File: src/rtl/riscv_pkg.sv
// Shared fetch-side types and constants.
// Latency: n/a (declarations only).
// Backpressure: n/a.
package riscv_pkg;

  // Fetch FSM: FETCH issues requests, DRAIN swallows stale responses after a redirect
  typedef enum logic [0:0] {
    FETCH = 1'b0,
    DRAIN = 1'b1
  } fetch_state_e;

  localparam logic [31:0] RESET_PC_DEFAULT = 32'h0000_0000;
  localparam int          INSTR_BYTES      = 4;

endpackage

File: src/rtl/sync_fifo.sv
// Generic synchronous first-word-fall-through FIFO with flush.
// Latency: push visible at pop_data the cycle after; head read is combinational.
// Backpressure: push ignored when full unless a pop happens the same cycle; pop ignored when empty.
module sync_fifo #(
  parameter int WIDTH = 64,
  parameter int DEPTH = 4
) (
  input  logic                   clk,
  input  logic                   rst,
  input  logic                   push,
  input  logic [WIDTH-1:0]       push_data,
  input  logic                   pop,
  input  logic                   flush,
  output logic [WIDTH-1:0]       pop_data,
  output logic                   full,
  output logic                   empty,
  output logic [$clog2(DEPTH):0] count
);

  localparam int          AW        = $clog2(DEPTH);
  localparam logic [AW:0] DEPTH_CNT = (AW+1)'(DEPTH);

  logic [WIDTH-1:0] mem [DEPTH];
  logic [AW-1:0]    wr_ptr;
  logic [AW-1:0]    rd_ptr;
  logic             do_push;
  logic             do_pop;

  assign empty    = (count == '0);
  assign full     = (count == DEPTH_CNT);
  assign do_pop   = pop && !empty;
  assign do_push  = push && (!full || do_pop);
  assign pop_data = mem[rd_ptr];

  // Storage write; no reset needed since count gates visibility
  always_ff @(posedge clk) begin
    if (do_push && !flush) begin
      mem[wr_ptr] <= push_data;
    end
  end

  // Pointer and occupancy tracking; flush behaves like a reset of the bookkeeping
  always_ff @(posedge clk) begin
    if (rst || flush) begin
      wr_ptr <= '0;
      rd_ptr <= '0;
      count  <= '0;
    end else begin
      if (do_push) begin
        wr_ptr <= wr_ptr + AW'(1);
      end
      if (do_pop) begin
        rd_ptr <= rd_ptr + AW'(1);
      end
      case ({do_push, do_pop})
        2'b10:   count <= count + (AW+1)'(1);
        2'b01:   count <= count - (AW+1)'(1);
        default: count <= count;
      endcase
    end
  end

endmodule

File: src/rtl/instr_fetch_queue.sv
// Fetch stage: owns the fetch PC, issues in-order word requests, queues {pc, instr} for decode.
// Latency: grant to instr_valid_o is memory response latency + 1 cycle.
// Backpressure: requests are credit-limited so queue entries plus in-flight requests never exceed DEPTH.
module instr_fetch_queue
  import riscv_pkg::*;
#(
  parameter int                    DATA_WIDTH = 32,
  parameter int                    DEPTH      = 4,
  parameter logic [DATA_WIDTH-1:0] RESET_PC   = DATA_WIDTH'(RESET_PC_DEFAULT)
) (
  input  logic                  clk,
  input  logic                  rst,
  input  logic                  redirect_i,
  input  logic [DATA_WIDTH-1:0] redirect_pc_i,
  output logic                  imem_req_o,
  output logic [DATA_WIDTH-1:0] imem_addr_o,
  input  logic                  imem_gnt_i,
  input  logic                  imem_rvalid_i,
  input  logic [DATA_WIDTH-1:0] imem_rdata_i,
  output logic                  instr_valid_o,
  output logic [DATA_WIDTH-1:0] instr_o,
  output logic [DATA_WIDTH-1:0] instr_pc_o,
  input  logic                  instr_ready_i
);

  localparam int                    CW         = $clog2(DEPTH) + 1;
  localparam logic [CW:0]           CREDIT_MAX = (CW+1)'(DEPTH);
  localparam logic [DATA_WIDTH-1:0] STEP       = DATA_WIDTH'(INSTR_BYTES);

  fetch_state_e          state;
  logic [DATA_WIDTH-1:0] fetch_pc;
  logic [CW-1:0]         outstanding;
  logic [CW-1:0]         drop_cnt;

  logic [CW-1:0]           q_count;
  logic                    q_full;
  logic                    q_empty;
  logic [2*DATA_WIDTH-1:0] q_head;
  logic                    q_pop;

  logic                  issue;
  logic                  rsp_take;
  logic [DATA_WIDTH-1:0] rsp_pc;
  logic [CW:0]           credit_used;
  logic [CW:0]           drop_sum;
  logic [CW-1:0]         redirect_drop;
  logic [1:0]            unused_pc_bits;

  // Low address bits of a redirect target are forced to zero
  assign unused_pc_bits = redirect_pc_i[1:0];

  // Credit: a request is only issued if its response is guaranteed a queue slot.
  // q_count is registered, so instr_ready_i has no path into imem_req_o.
  assign credit_used = {1'b0, q_count} + {1'b0, outstanding};
  assign imem_req_o  = !rst && (state == FETCH) && !redirect_i && !q_full
                       && (credit_used < CREDIT_MAX);
  assign imem_addr_o = fetch_pc;
  assign issue       = imem_req_o && imem_gnt_i;

  // Responses return in order, so the oldest outstanding request's PC is
  // fetch_pc minus one word per request still in flight.
  assign rsp_pc   = fetch_pc - DATA_WIDTH'(outstanding) * STEP;
  assign rsp_take = !rst && !redirect_i && imem_rvalid_i
                    && (drop_cnt == '0) && (outstanding != '0);

  // Everything in flight at a redirect is stale, including a same-cycle grant;
  // a same-cycle response retires one of them immediately.
  assign drop_sum      = {1'b0, drop_cnt} + {1'b0, outstanding} + {{CW{1'b0}}, issue};
  assign redirect_drop = (imem_rvalid_i && (drop_sum != '0)) ? CW'(drop_sum - (CW+1)'(1))
                                                             : CW'(drop_sum);

  assign q_pop = instr_ready_i && !q_empty;

  sync_fifo #(
    .WIDTH (2*DATA_WIDTH),
    .DEPTH (DEPTH)
  ) u_queue (
    .clk       (clk),
    .rst       (rst),
    .push      (rsp_take),
    .push_data ({rsp_pc, imem_rdata_i}),
    .pop       (q_pop),
    .flush     (redirect_i),
    .pop_data  (q_head),
    .full      (q_full),
    .empty     (q_empty),
    .count     (q_count)
  );

  // Head presented straight from queue storage; zeroed when nothing valid
  assign instr_valid_o = !rst && !q_empty;
  assign instr_o       = instr_valid_o ? q_head[DATA_WIDTH-1:0]            : '0;
  assign instr_pc_o    = instr_valid_o ? q_head[2*DATA_WIDTH-1:DATA_WIDTH] : '0;

  // Fetch FSM with PC, in-flight and drop bookkeeping; redirect overrides the state actions
  always_ff @(posedge clk) begin
    if (rst) begin
      state       <= FETCH;
      fetch_pc    <= RESET_PC;
      outstanding <= '0;
      drop_cnt    <= '0;
    end else if (redirect_i) begin
      fetch_pc    <= {redirect_pc_i[DATA_WIDTH-1:2], 2'b00};
      outstanding <= '0;
      drop_cnt    <= redirect_drop;
      state       <= (redirect_drop != '0) ? DRAIN : FETCH;
    end else begin
      case (state)
        FETCH: begin
          if (issue) begin
            fetch_pc <= fetch_pc + STEP;
          end
          case ({issue, rsp_take})
            2'b10:   outstanding <= outstanding + CW'(1);
            2'b01:   outstanding <= outstanding - CW'(1);
            default: outstanding <= outstanding;
          endcase
        end
        DRAIN: begin
          if (imem_rvalid_i && (drop_cnt != '0)) begin
            drop_cnt <= drop_cnt - CW'(1);
            if (drop_cnt == CW'(1)) begin
              state <= FETCH;
            end
          end
        end
        default: state <= FETCH;
      endcase
    end
  end

endmodule
File: config.mk
export PLATFORM = sky130hd
export DESIGN_NAME = instr_fetch_queue
export DESIGN_NICKNAME = d
export VERILOG_FILES = /design/src/rtl/riscv_pkg.sv /design/src/rtl/sync_fifo.sv /design/src/rtl/instr_fetch_queue.sv
export SDC_FILE = /design/constraint.sdc
export NUM_CORES = 1
export LEC_CHECK = 0
export ABC_AREA = 0
export ABC_CLOCK_PERIOD_IN_PS = 4850
export BUFFER_PORTS_ARGS = -buffer_cell sky130_fd_sc_hd__buf_2
export CORE_AREA = 3 3 165 167
export DETAILED_ROUTE_END_ITERATION = 10
export DIE_AREA = 0 0 168 170
export GPL_TIMING_DRIVEN = 0
export PLACE_DENSITY = 0.7
export SYNTH_ARGS = -nofsm -noshare
export SYNTH_HDL_FRONTEND = slang
export SYNTH_SLANG_ARGS = --single-unit
File: constraint.sdc
create_clock -name clk -period 4.85 [get_ports clk]
set_input_delay 0.2425 -clock clk [delete_from_list [all_inputs] [get_ports clk]]
set_output_delay 0.2425 -clock clk [all_outputs]
set_load 0.02 [all_outputs]
# Yosys cells after proc, flatten, opt, wreduce, memory -nomap -nowiden
# Memories as Yosys holds them, arrays and structs flattened. A register that Yosys moved wholly into a read port is not among the register bits.
# Cells that the tools add are included.
[op_classes] n_div=0 n_mux=20 n_eq_ne=7 bitwise=1 n_mul=0 n_addsub=13 n_reduce_logical=38 n_lt_le_gt_ge=1 n_shift=0
[op_table] operator="2-to-1 mux 32 bit" n=5
[op_table] operator="adder 32 x 3 -> 32 bit (second input constant)" n=1
[op_table] operator="subtractor 32 x 5 -> 32 bit" n=1
[op_table] operator="logical AND 1 bit" n=16
[op_table] operator="2-to-1 mux 3 bit" n=4
[op_table] operator="one-hot mux 3 bit (2 select lines)" n=2
[op_table] operator="subtractor 3 x 1 -> 3 bit (second input constant)" n=4
[op_table] operator="nonzero test 2 bit" n=5
[op_table] operator="nonzero test 3 bit" n=3
[op_table] operator="adder 3 x 3 -> 4 bit" n=2
[op_table] operator="AND reduction 2 bit" n=4
[op_table] operator="2-to-1 mux 1 bit" n=7
[op_table] operator="adder 3 x 1 -> 3 bit (second input constant)" n=2
[op_table] operator="zero test 3 bit" n=2
[op_table] operator="adder 2 x 1 -> 2 bit (second input constant)" n=2
[op_table] operator="adder 4 x 1 -> 4 bit" n=1
[op_table] operator="== test 2 x 1 -> 1 bit (second input constant)" n=2
[op_table] operator="== test 2 bit (second input constant)" n=2
[op_table] operator="zero test 1 bit" n=4
[op_table] operator="less-than comparator 4 x 3 -> 1 bit (second input constant)" n=1
[op_table] operator="2-to-1 mux 2 bit" n=2
[op_table] operator="nonzero test 4 bit" n=1
[op_table] operator="== test 3 x 1 -> 1 bit (second input constant)" n=1
[op_table] operator="== test 3 bit (second input constant)" n=1
[op_table] operator="other kinds (4)" n=5
[word_totals] output_inout_bits=98 memories=1 rom_bits=0 regBits=46 ram_bits=256 latch_bits=0 word_cells=89 input_bits=70
[mem_list] memory="u_queue.mem" words=4 width=64 read_ports=1 rd_ports_with_merged_regs=1 write_ports=1 line="sync_fifo.sv:23" rtl="logic [WIDTH-1:0] mem [DEPTH];"

# Logic depth before layout (Yosys ltp)
# Gate-level depths: netlist of the first run.
[depth] word_depth=13 mapped_depth=14 ltp_nobuf=13

# Hierarchy
# A second synthesis of the first run with hierarchy kept.
[unflattened] hier_cells=849 area_unflattened_um2=13285.2
[modules_own_cells] module="sync_fifo" cells_per_inst=401 n_inst=1 area_each_um2=9854.5
[modules_own_cells] module="instr_fetch_queue" cells_per_inst=448 n_inst=1 area_each_um2=3430.8

# Least setup slack after synthesis of the first run
# OpenSTA, ideal clock, no wires.
[synth_timing] path_type="reg-to-reg" startpoint="register u_queue.count[2]" endpoint="register state" path_buffers=1 path_stages_with_launch=15 setup_ns=0.142 slack_ns=1.079 required_time_ns=4.708 arrival_time_ns=3.629 synth_period_minus_slack_ns=3.771 cell_sequence="dfxtp_1 -> ha_1 -> nor4_1 -> nand4_1 -> buf_2 -> clkinv_1 -> nand2_1 -> fa_1 -> fa_1 -> ha_1 -> nor3b_1 -> a311o_1 -> or2_2 -> o21ai_0 -> a221oi_1"
[synth_via] elab_chain_cells=12 elab_cells_between_ends=15 classes_between="add/sub: 3; order compare: 1; eq/ne: 1; mux: 3; reduce/logical: 7"
[synth_lines] element="start: declaration" line="sync_fifo.sv:17" rtl="output logic [$clog2(DEPTH):0] count"
[synth_lines] element="start signal: assignment" line="sync_fifo.sv:56" rtl="2'b10: count <= count + (AW+1)'(1);"
[synth_lines] element="start signal: assignment" line="sync_fifo.sv:57" rtl="2'b01: count <= count - (AW+1)'(1);"
[synth_lines] element="start signal: assignment" line="sync_fifo.sv:58" rtl="default: count <= count;"
[synth_lines] element="branches (longest 3 deep; another with adder 3 x 3 -> 4 bit)"
[synth_lines] element="logical AND 1 bit *" line="instr_fetch_queue.sv:56" rtl="&& (credit_used < CREDIT_MAX);"
[synth_lines] element="via imem_req_o" line="instr_fetch_queue.sv:15" rtl="output logic imem_req_o,"
[synth_lines] element="logical AND 1 bit *" line="instr_fetch_queue.sv:58" rtl="assign issue = imem_req_o && imem_gnt_i;"
[synth_lines] element="adder 4 x 1 -> 4 bit *" line="instr_fetch_queue.sv:68" rtl="assign drop_sum = {1'b0, drop_cnt} + {1'b0, outstanding} + {{CW{1'b0}}, issue};"
[synth_lines] element="branches (longest 2 deep; another with subtractor 3 x 1 -> 3 bit)"
[synth_lines] element="2-to-1 mux 3 bit *" line="instr_fetch_queue.sv:69" rtl="assign redirect_drop = (imem_rvalid_i && (drop_sum != '0)) ? CW'(drop_sum - (CW+1)'(1))"
[synth_lines] element="nonzero test 3 bit *" line="instr_fetch_queue.sv:106" rtl="state <= (redirect_drop != '0) ? DRAIN : FETCH;"
[synth_lines] element="2-to-1 mux 1 bit *" line="instr_fetch_queue.sv:106"
[synth_lines] element="2-to-1 mux 1 bit *" line="instr_fetch_queue.sv:102" rtl="end else if (redirect_i) begin"
[synth_lines] element="end signal: assignment" line="instr_fetch_queue.sv:106"
[synth_lines] element="end: declaration" line="instr_fetch_queue.sv:30" rtl="fetch_state_e state;"
# Mark *: on every way through the listed nets, which the timed path passes.
# A chain may end at the register's enable or synchronous reset.

# Worst setup path after layout of the first run
[layout_timing] startpoint="register u_queue.count[2]" endpoint="register state"
[layout_via] elab_chain_cells=12 elab_cells_between_ends=15 classes_between="add/sub: 3; order compare: 1; eq/ne: 1; mux: 3; reduce/logical: 7"
[layout_lines] element="branches (longest 3 deep; another with adder 3 x 3 -> 4 bit)"
[layout_lines] element="logical AND 1 bit *" line="instr_fetch_queue.sv:56"
[layout_lines] element="logical AND 1 bit *" line="instr_fetch_queue.sv:58"
[layout_lines] element="adder 4 x 1 -> 4 bit *" line="instr_fetch_queue.sv:68"
[layout_lines] element="branches (longest 2 deep; another with subtractor 3 x 1 -> 3 bit)"
[layout_lines] element="2-to-1 mux 3 bit *" line="instr_fetch_queue.sv:69"
[layout_lines] element="nonzero test 3 bit *" line="instr_fetch_queue.sv:106"
[layout_lines] element="2-to-1 mux 1 bit *" line="instr_fetch_queue.sv:106"
[layout_lines] element="2-to-1 mux 1 bit *" line="instr_fetch_queue.sv:102"
# Every way passes the cells marked *.

==> flow_summary.yaml, run 1 <==
timing:
  fin_ws_ns: 0.639
  rsz0062_at_grt: "false"
  fin_crit_sh_pct: 86.8
  min_period_ns: 4.21
  hold_viol: 0
  max_freq_ghz: 0.237
  drv_slew: 0
  worst_pin_slew_ns: 1.23
  slew_headroom_pct: 17.2
  skew_ns: 0.0186
  setup_viol_count_final: 0
placed_design:
  pre_cts_slack_ns: 0.658
  place.gp.congestion: 0.885
  dp.cells: 1340
  dp_hpwl_um: 18500
  placed_area_mm2: 0.0142
  port_buffers: 159
pwr:
  power_density_mw_per_mm2: 339
  ir_drop_v: 0.000230
  sw_frac_of_total_pct: 21.5
  power_switching_mw: 1.15
  combPwrFrac_pct: 6.9
  power_leakage_nw: 5.61
  p_clk_share_pct: 40.5
  seqPwrFrac_pct: 52.7
  p_int_mw: 4.18
cts:
  clockRootBuffer: "clkbuf_16"
  cts_buffers: 30
  clk_pin_slew_worst_paths_ns: 0.06
  insertion_delay_ns: 0.55
  cts.htree.levels: 1
  cts_resized: 0
  clock_sinks: 294
  cts_tree: "done"
  clock_path_buffers: 3
floorplan:
  initial_utilization_pct: 49.6
  die-area_mm2: 0.0286
  die_w_um: 168
  die_h_um: 170
  core_area_mm2: 0.0259
  row_count: 59
  boundaryPins: 168
synthesis:
  yosys.area_share.simple_pct: 10.9
  yosys_warnings: 0
  ys_ff_latch: 294
  synth_cells: 839
  synth_fa_ha_area_share_pct: 2.43
  yosysSeqAreaShare_pct: 65.1
  netlist_area_mm2: 0.0129
  synth_edf_count: 248
  synthArstFlopShare_pct: 0
  synth_compound_area_share_pct: 3.71
  syn_avg_cell_area_um2: 15.3
  synth.mux.area_fraction_pct: 10.9
  synth_xor_xnor_area_share_pct: 3.95
  synth_top_flop_cell: "edfxtp_1"
  synth_top_family_by_area: "multiplexers"
  synth_cell_types: 60
routing:
  via_per_inst: 5.39
  drt_wl_total_um: 27900
  dr.pass1.iters: 5
  wl_per_cell_um: 19.2
  drc_errors: 0
  antenna_left: 0
  drtIter0Drc: 613
  vias: 7841
global_route:
  grt_busiest_layer: "met2"
  grt_pass1_vias: 8137
  use_met2_pct: 32.6
  track_usage_pct: 19.6
  grtUsageMet1_pct: 27.2
  antenna_found_initial: 0
  grt_first_pass_wirelength_um: 44700
  grt_max_degree: 52
  grt_util_met3_pct: 3.72
  grt.overflow.total: 0
cells_and_area:
  layout_commonest_cell: "edfxtp_1"
  fillers: 2005
  seq_area_mm2: 0.00837
  finalNetCount: 1187
  fin_cells: 1454
  area_delta_synth_final_pct: 22.2
  multi_input_area_mm2: 0.00413
  final_cell_mix: "edfxtp_1, buf_2, and2_1"
  final_area_mm2: 0.0157
  drive_gt1_share_pct: 26.7
  antenna_cells: 0
min_path:
  hp-class: "in -> reg"
setup_path:
  worstPathRequired_ns: 5.25
  path_cells: "ha_1, nor4_1, nand4_1, buf_2, clkinv_1, nand2_1, fa_1, fa_1, ha_1, nor4bb_1, a311o_1, or2_2, o21ai_0, a221oi_1"
  crit_fanout: 10
  worstSetupEndpointType: "flop"
  cp.arrival_ns: 4.61
  crit_slowest_cell: "fa_1"
  max_stage_delay_ns: 0.51
  crit_type: "reg -> reg"
  critPathLaunchType: "flop"
flow_run:
  max_cap_violations: 0
run_status:
  status: "complete, no violations"
## metal layers
metal  wire length (µm)  vias to the layer above
li1                   -                     3712
met5                  0                        -
met1              12400                     3872
met3               1730                       35
met4                473                        0
met2              13300                      222
## synth_stat cells, drive strengths merged, types with 3 or more instances
cell,number,area [µm²]
a2111oi,3,26.3
a211oi,23,173
a21oi,9,45.0
a221oi,3,26.3
and2,67,419
and3,8,51.3
and4,8,71.3
buf,23,145
clkbuf,33,124
dfxtp,46,921
edfxtp,248,7450
fa,5,100
ha,17,213
inv,31,116
mux4,62,1400
nand2,28,105
nand2b,3,18.8
nand3,23,115
nand4,5,31.3
nor2,43,161
nor2b,3,18.8
nor3,21,105
nor4,17,119
o21a,3,22.5
o21ai,8,40.0
o21bai,5,37.5
o31ai,3,22.5
or2,3,18.8
or3,3,23.8
or4,5,45.0
xnor2,40,350
xor2,18,158
## what timing repair did
action | in CTS | in global routing
buffers inserted | 0 | 0
endpoints found under the hold margin | 154 | 0
hold buffers | 58 | 0
## through the flow
step | setup TNS, ns | hold slack, ns | total power, mW | utilization, %
floorplan | 0 | 0.341 | 3.06 | -
global placement | -76.75 | 0.459 | 3.17 | 54.4
detailed placement | 0 | 0.461 | 3.18 | 54.8
CTS | 0 | 0.000377 | 5.37 | 60.7
global route | 0 | 0.0194 | 5.53 | 60.7
finish | 0 | 0.0213 | 5.32 | 60.7
## cell type report
| type | instances | share of cell area [%] |
|---|---|---|
| plain buffers | 56 | 1.71 |
| repair buffers | 221 | 9.36 |
| clock inverters | 15 | 0.701 |
| multi-input cells | 460 | 26.2 |
| clock buffers | 41 | 5.29 |
| flip-flops and latches | 294 | 53.2 |
| inverters | 32 | 0.764 |
| well taps | 335 | 2.67 |
## registers in the layout, indices dropped and copies added (netlist names), named ones only
register,cells
state,1
u_queue.mem,248
imem_addr_o,30
drop_cnt,3
u_queue.count,3
outstanding,3
u_queue.wr_ptr,2
u_queue.rd_ptr,2
## power groups by stage
stage          sequential, mW  combinational [mW]  clock, mW
2_1_floorplan            2.87               0.190          0
3_3_place_gp             2.86               0.317          0
3_5_place_dp             2.86               0.325          0
4_1_cts                  2.80               0.364       2.20
5_1_grt                  2.81               0.404       2.32
6_report                 2.80               0.365       2.15
## worst max-delay path: cells and delay by family, from the launching register on
kind                       cells  cell delay (ns)
adders and majority gates      4             1.47
and+or+nand+nor                5             1.08
AOI/OAI and AO/OA              3             0.64
DFF                            1             0.44
buffers and inverters          2             0.43
## path summary, 6_finish.rpt
path | start | end | slack [ns] | cells after the start
max | u_queue.count[2]$_SDFFE_PP0P_ | state$_SDFF_PP0_ | 0.64 | 14
min | redirect_pc_i[3] | imem_addr_o[3]$_SDFFE_PP0P_ | 0.02 | 3
max reg2reg | u_queue.count[2]$_SDFFE_PP0P_ | state$_SDFF_PP0_ | 0.64 | 14
min reg2reg | u_queue.rd_ptr[1]$_SDFFE_PP0P_ | u_queue.rd_ptr[1]$_SDFFE_PP0P_ | 0.54 | 2
## cells by family (layout without fill, tap and decap cells)
| family | after synthesis | after routing |
|---|---|---|
| compound gates | 67 | 67 |
| xor+xnor | 58 | 58 |
| fa+ha+maj | 22 | 22 |
| buf+inv | 88 | 365 |
| flops | 294 | 294 |
| mux | 63 | 63 |
| other cells | 1 | 4 |
| simple gates | 246 | 246 |
No activity file was read; power rests on OpenSTA's default activity.
==> inputs of run 2 (changes only) <==
ABC_CLOCK_PERIOD_IN_PS = 3800   (was 4850)
PLACE_DENSITY = 0.72   (was 0.7)
clock period = 3.8 ns   (was 4.85 ns; I/O delays follow)
==> flow_summary.yaml, run 2 (synthesized netlist as in run 1, its figures left out) <==
run_status:
  status: "complete, no violations"
setup_path:
  worstSetupEndpointType: "flop"
  critPathLaunchType: "flop"
  rr_endpoint: "imem_addr_o[15]$_SDFFE_PP0P_"
  reg2reg_slack_ns: 0.1
  worstReg2RegStart: "outstanding[2]$_SDFFE_PP0P_"
  crit_fanout: 9
  cp.arrival_ns: 4.19
  crit_type: "reg -> reg"
  worstPathRequired_ns: 4.29
  ff2ff_path_depth: 19
placed_design:
  dp_hpwl_um: 18300
  port_buffers: 159
  dp.cells: 1340
  place.gp.congestion: 0.862
timing:
  min_period_ns: 3.70
  hold_viol: 0
  whs_ns: 0.0492
  drv_slew: 0
  fin_crit_sh_pct: 97.4
  worst_pin_slew_ns: 0.919
  setup_viol_count_final: 0
  skew_ns: 0.00677
  rsz0062_at_grt: "false"
  max_freq_ghz: 0.270
  slew_headroom_pct: 38.5
cts:
  clk_pin_slew_worst_paths_ns: 0.06
  clock_sinks: 294
  clockRootBuffer: "clkbuf_16"
  insertion_delay_ns: 0.54
  clock_path_buffers: 3
  cts.htree.levels: 1
  cts_tree: "done"
  cts_buffers: 30
cells_and_area:
  drive_gt1_share_pct: 28.4
  largest_reg_flops: 248
  layout_commonest_cell: "edfxtp_1"
  final_cell_mix: "edfxtp_1, buf_2, and2_1"
  fin_util_pct: 61.5
  fin_cells: 1475
  area_delta_synth_final_pct: 23.8
  finalNetCount: 1208
  largest_register: "u_queue.mem"
  fillers: 1943
  antenna_cells: 0
global_route:
  grt_first_pass_wirelength_um: 44600
  antenna_found_initial: 0
  track_usage_pct: 19.6
  grt_pass1_vias: 8178
  grt_max_degree: 60
  grt.overflow.total: 0
floorplan:
  initial_utilization_pct: 49.6
  row_count: 59
  die_w_um: 168
  die_h_um: 170
  boundaryPins: 168
  core_area_mm2: 0.0259
  die-area_mm2: 0.0286
pwr:
  power_density_mw_per_mm2: 428
  ir_drop_v: 0.000319
  totalPowerFinal_mw: 6.81
  power_leakage_nw: 5.69
flow_run:
  max_cap_violations: 0
routing:
  wl_per_cell_um: 19.1
  drtIter0Drc: 548
  via_per_inst: 5.40
  vias: 7971
  dr.pass1.iters: 5
  antenna_left: 0
  drc_errors: 0
  drt_wl_total_um: 28200
min_path:
  hold_depth: 3
  whs_endpoint: "imem_addr_o[8]$_SDFFE_PP0P_"
  hp-class: "in -> reg"
  hp-start: "redirect_pc_i[8]"
==> run 2: changes by cell type in the layout (fill, tap and decap cells not counted), moves of 2 or more <==
cell	before	now
clkinv_1	7	12
buf_16	2	4
clkbuf_8	4	0
clkbuf_1	40	37
clkinv_2	6	1
dlygate4sd3_1	58	61
clkinv_4	0	2
buf_12	2	0
dfxtp_1	46	44
dfxtp_2	0	2
clkinvlp_4	0	6
buf_4	4	21
==> run 2: stage by stage <==
stage	TNS, ns	setup WS (ns)	instance area, µm²
detailed placement	-0.830	-0.375	14200
finish	0	0.0988	15900
floorplan	0	0.0286	12900
CTS	0	0.0386	15900
global route	0	0.00375	15900
global placement	-337.27	-1.39	14100
==> run 2: report_power, final <==
part	switching [mW]	internal, mW
Combinational	0.279	0.222
Clock	1.18	1.55
Sequential	0.0410	3.54
==> run 2: worst max path at each step <==
stage                                       start  slack [ns]                      endpoint  cells after the start
floorplan           u_queue.count[2]$_SDFFE_PP0P_        0.03              state$_SDFF_PP0_                     14
global placement         drop_cnt[1]$_SDFFE_PP0P_       -1.39  u_queue.mem[1][11]$_DFFE_PP_                      5
detailed placement    outstanding[2]$_SDFFE_PP0P_       -0.37              state$_SDFF_PP0_                     14
CTS                   outstanding[2]$_SDFFE_PP0P_        0.04              state$_SDFF_PP0_                     14
global route          outstanding[2]$_SDFFE_PP0P_       0.004  imem_addr_o[15]$_SDFFE_PP0P_                     19
finish                outstanding[2]$_SDFFE_PP0P_         0.1  imem_addr_o[15]$_SDFFE_PP0P_                     19
==> run 2: area by class of cell <==
| type | instances | area, µm² | share of cell area (%) |
|---|---|---|---|
| well taps | 335 | 419 | 2.63 |
| multi-input cells | 460 | 4160 | 26.1 |
| inverters | 32 | 125 | 0.786 |
| clock inverters | 21 | 134 | 0.841 |
| clock buffers | 35 | 791 | 4.97 |
| plain buffers | 56 | 275 | 1.73 |
| flip-flops and latches | 294 | 8370 | 52.6 |
| repair buffers | 242 | 1650 | 10.4 |
==> run 2: per-layer routing <==
metal / track usage [%] / wire length [µm]
met1: 27.7 / 12400
met2: 33.1 / 13900
met3: 3.37 / 1650
met4: 3.17 / 294
met5: 0 / 0
==> run 2: what timing repair did <==
item	CTS	global route
hold endpoints to repair	157	0
cloned	0	0
hold buffers	61	0
gates resized for setup	8	8
setup endpoints to repair	4	9
pin swaps	4	6
buffers inserted	15	2
==> run 2: critical path: stages (launching register included) <==
cell	delay (ns)
dfxtp_2	0.35
ha_1	0.31
nor4_2	0.25
nand4_1	0.19
buf_4	0.19
buf_4	0.12
buf_4	0.13
buf_4	0.12
buf_4	0.12
buf_4	0.12
buf_4	0.12
buf_4	0.12
buf_4	0.12
buf_4	0.12
buf_4	0.12
buf_4	0.12
buf_4	0.13
nor2_4	0.20
or4b_2	0.60
nand3_1	0.10
